--- config.mk ---
export PLATFORM = sky130hd
export DESIGN_NAME = rr_mux_nto1
export DESIGN_NICKNAME = d
export VERILOG_FILES = /design/src/rtl/rr_mux_nto1.sv
export SDC_FILE = /design/constraint.sdc
export NUM_CORES = 1
export LEC_CHECK = 0
export ABC_AREA = 1
export CAP_MARGIN = 25
export CORE_AREA = 4 4 57 59
export CTS_CLUSTER_SIZE = 16
export DETAILED_ROUTE_END_ITERATION = 10
export DIE_AREA = 0 0 61 63
export PLACE_DENSITY = 0.76
export SYNTH_ARGS = -nofsm -noshare
export SYNTH_HDL_FRONTEND = slang
export SYNTH_SLANG_ARGS = --single-unit
--- constraint.sdc ---
create_clock -name clk -period 1.7 [get_ports clk]
set_input_delay 0.255 -clock clk [delete_from_list [all_inputs] [get_ports clk]]
set_output_delay 0.255 -clock clk [all_outputs]
set_load 0.01 [all_outputs]
--- src/rtl/rr_mux_nto1.sv ---
// Registered N-to-1 valid/ready multiplexer with external-select or round-robin arbitration.
// Optional RRMUX_STATS_EN adds a 16-bit count of completed output handshakes (xfer_cnt).
module rr_mux_nto1 #(
   parameter  int WIDTH = 8,
   parameter  int N     = 4,
   localparam int SELW  = $clog2(N)
) (
   input  logic                 clk,
   input  logic                 rst,
   input  logic [N*WIDTH-1:0]   in_data,
   input  logic [N-1:0]         in_valid,
   output logic [N-1:0]         in_ready,
   input  logic                 mode,
   input  logic [SELW-1:0]      sel,
`ifdef RRMUX_STATS_EN
   output logic [15:0]          xfer_cnt,
`endif
   output logic [WIDTH-1:0]     out_data,
   output logic [SELW-1:0]      out_ch,
   output logic                 out_valid,
   input  logic                 out_ready
);

   logic [SELW-1:0]  last;
   logic [N-1:0]     grant;
   logic [SELW-1:0]  gidx;
   logic [WIDTH-1:0] gdata;
   logic             can_load;
   logic             xfer;
   logic             found;

   assign can_load = !out_valid || out_ready;

   // Round-robin search is split in two passes (above last, then wrap) so every index stays constant.
   always_comb begin
      grant = '0;
      found = 1'b0;
      if (!mode) begin
         for (int i = 0; i < N; i++) begin
            if (int'(sel) == i) grant[i] = in_valid[i];
         end
      end else begin
         for (int i = 0; i < N; i++) begin
            if (!found && in_valid[i] && (i > int'(last))) begin
               grant[i] = 1'b1;
               found    = 1'b1;
            end
         end
         for (int i = 0; i < N; i++) begin
            if (!found && in_valid[i] && (i <= int'(last))) begin
               grant[i] = 1'b1;
               found    = 1'b1;
            end
         end
      end
   end

   always_comb begin
      gidx  = '0;
      gdata = '0;
      for (int i = 0; i < N; i++) begin
         if (grant[i]) begin
            gidx  = SELW'(i);
            gdata = in_data[i*WIDTH +: WIDTH];
         end
      end
   end

   assign in_ready = (can_load && !rst) ? grant : '0;
   assign xfer     = |in_ready;

   // Output register stage: reload on transfer, otherwise drain on consumer handshake.
   always_ff @(posedge clk) begin
      if (rst) begin
         out_valid <= 1'b0;
         out_data  <= '0;
         out_ch    <= '0;
         last      <= SELW'(N-1);
      end else if (xfer) begin
         out_valid <= 1'b1;
         out_data  <= gdata;
         out_ch    <= gidx;
         if (mode) last <= gidx;
      end else if (out_ready) begin
         out_valid <= 1'b0;
      end
   end

`ifdef RRMUX_STATS_EN
   always_ff @(posedge clk) begin
      if (rst)                        xfer_cnt <= '0;
      else if (out_valid && out_ready) xfer_cnt <= xfer_cnt + 16'd1;
   end
`endif

endmodule

==> impl_metrics.toml <==
[power]
p_leak_nw = 0.962
peakVddDrop_v = 0.000698
powerDensity_nw_per_um2 = 609

[global_routing]
grt_usage_pct = 16.6
antenna_found_initial = 0
overflow = 0
grt_max_degree = 11
grt_pass1_vias = 1165
grt_pass1_wl_mm = 5.07

[drt]
wl_per_cell_um = 13.1
drt_iter0_markers = 68
wl_mm = 3.57
drcViolationCount = 0
vias = 1322
post_drt_via_cell_ratio = 4.86
ant_nets = 0
dr.pass1.iters = 4

[floorplan]
fp.coreArea_um2 = 2710
row_count = 19
die_w_um = 61
io-pin-count = 57
die_height_um = 63
floorplan.initialDensity_pct = 35.9
die_area_um2 = 3840

[cells_and_area]
drive_gt1_share_pct = 27.0
seqCellArea_um2 = 268
most-common-layout-cells = "clkdlybuf4s50_1, nand3_1, nor2_1"
multi_input_area_um2 = 727
fillers = 231
final_area_um2 = 1890
diodes = 0
area_delta_synth_final_pct = 94.3
layout.nets = 284
final_common_cell = "clkdlybuf4s50_1"
fin_util_pct = 69.8
fin_cells = 272

[critical_path]
path_class = "reg2out"
cp-startpoint = "last[1]"
r2r-start = "last[1]"
cp.required_ns = 1.44
reg2reg_setup_slack_ns = 0
cp-start-kind = "register"
cp-end-kind = "output port"
cp.arrival_ns = 1.49
worstPathMaxFanout = 5

[sta]
achievable-frequency_ghz = 0.574
tightest_slew_ns = 0.242
slew_headroom_pct = 83.8
setup_slack_ns = -0.0426
hold_violations = 0
finalSetupTns_ns = -0.0826
fin_worst_skew_ns = 0.00492
slew_violations = 0
grt_setup_unrepaired = "true"
holdWs_ns = 0.500
finalSetupViolCount = 3
layout_min_cycle_time_ns = 1.74
fin_crit_sh_pct = 103

[synth]
netlist_instances = 162
synthesis.nets = 204
synth_cell_type_count = 20
yosysWarnings = 0
synth_area_um2 = 973
ys_seq_elements = 13
synth_seq_area_share_pct = 26.7
syn_area_per_cell_um2 = 6.01

[clocking]
clk_pin_slew_worst_paths_ns = 0.08
clock_latency_ns = 0.26
clock_path_buffers = 2
htreeDepth = 1
postCtsHoldBufs = 0
numCtsBuffers = 3
cts.sinks = 13
cts-root-buf = "clkbuf_4"
cts_tree = "yes"

[placed_design]
placed_area_um2 = 1710
hpwl_mm = 2.61
place.gp.congestion = 0.859
portBuffers = 56
dp.cells = 267

[run_status]
violations = "setup timing"
outcome = "finished with violations"

[worst_hold_path]
hold_class = "reg2reg"
min_from = "out_ch[0]"

[run]
maxCapViolations = 0
[power breakdown]
group / switching [mW] / internal, mW
logic: 0.278 / 0.311
clock network: 0.0927 / 0.0905
registers: 0.0314 / 0.349
total: 0.402 / 0.750
[kinds of logic after synthesis]
| kind of cell | after synthesis | share of synthesized area [%] |
|---|---|---|
| buffers and inverters | 28 | 11.6 |
| AND/OR/NAND/NOR | 97 | 45.9 |
| AO/OA/AOI/OAI | 24 | 15.8 |
| flip-flops | 13 | 26.7 |
[sequential cells by signal, indices dropped and copies added, names as in the netlist]
name	count
out_data	8
last	2
out_ch	2
out_valid	1
[path summary, 6_finish.rpt]
kind                                    end  cells past startpoint
worst min-delay path              out_ch[0]                      2
worst max-delay path            in_ready[2]                      9
worst max register to register      last[1]                     13
worst min register to register    out_ch[0]                      2
[synthesized netlist by cell type, drive strengths merged]
cell    number  area share (%)
nand3       37              20
nand4        1            0.64
a21boi       1             1.2
nor3b        1            0.77
nand2       25              11
buf          1             1.2
a21oi       10             5.1
nor2        33              13
dfxtp       13              27
inv         26              10
o21bai       9             6.9
a31oi        1            0.64
o21ai        3             1.9
clkbuf       1            0.39
[layer usage]
metal	wire, µm	track usage, %
met4	51	2.44
met5	0	0
met3	208	2.07
met1	1500	23.3
met2	1810	27.1
[worst max-delay path, stage by stage, from the launching register on]
cell     delay [ns]
dfxtp_4        0.40
inv_2          0.07
nand2_4        0.08
nand3_4        0.09
nor2_4         0.14
nand3_2        0.09
nand2_2        0.10
nand3_4        0.08
inv_2          0.07
buf_6          0.09
[per-stage QoR]
stage	total power, mW	setup WS, ns
4_1_cts	1.08	-0.107
3_5_place_dp	0.898	-0.520
5_1_grt	1.23	-0.114
6_report	1.15	-0.0426
3_3_place_gp	0.895	-0.469
2_1_floorplan	0.613	0.195
[repair_timing]
action,in CTS,in global routing
endpoints found under the setup margin,15,16
endpoints found under the hold margin,0,0
pin swaps,1,4
setup buffers,0,1
resized for setup,26,40
[area by class of cell]
| class | instances | share of cell area [%] |
|---|---|---|
| tap | 31 | 2.05 |
| timing repair buffer | 77 | 38.8 |
| inverter | 26 | 5.16 |
| multi-input combinational | 121 | 38.4 |
| sequential | 13 | 14.2 |
| clock buffer | 4 | 1.39 |
Note: power is estimated with default switching activity, not from simulation.
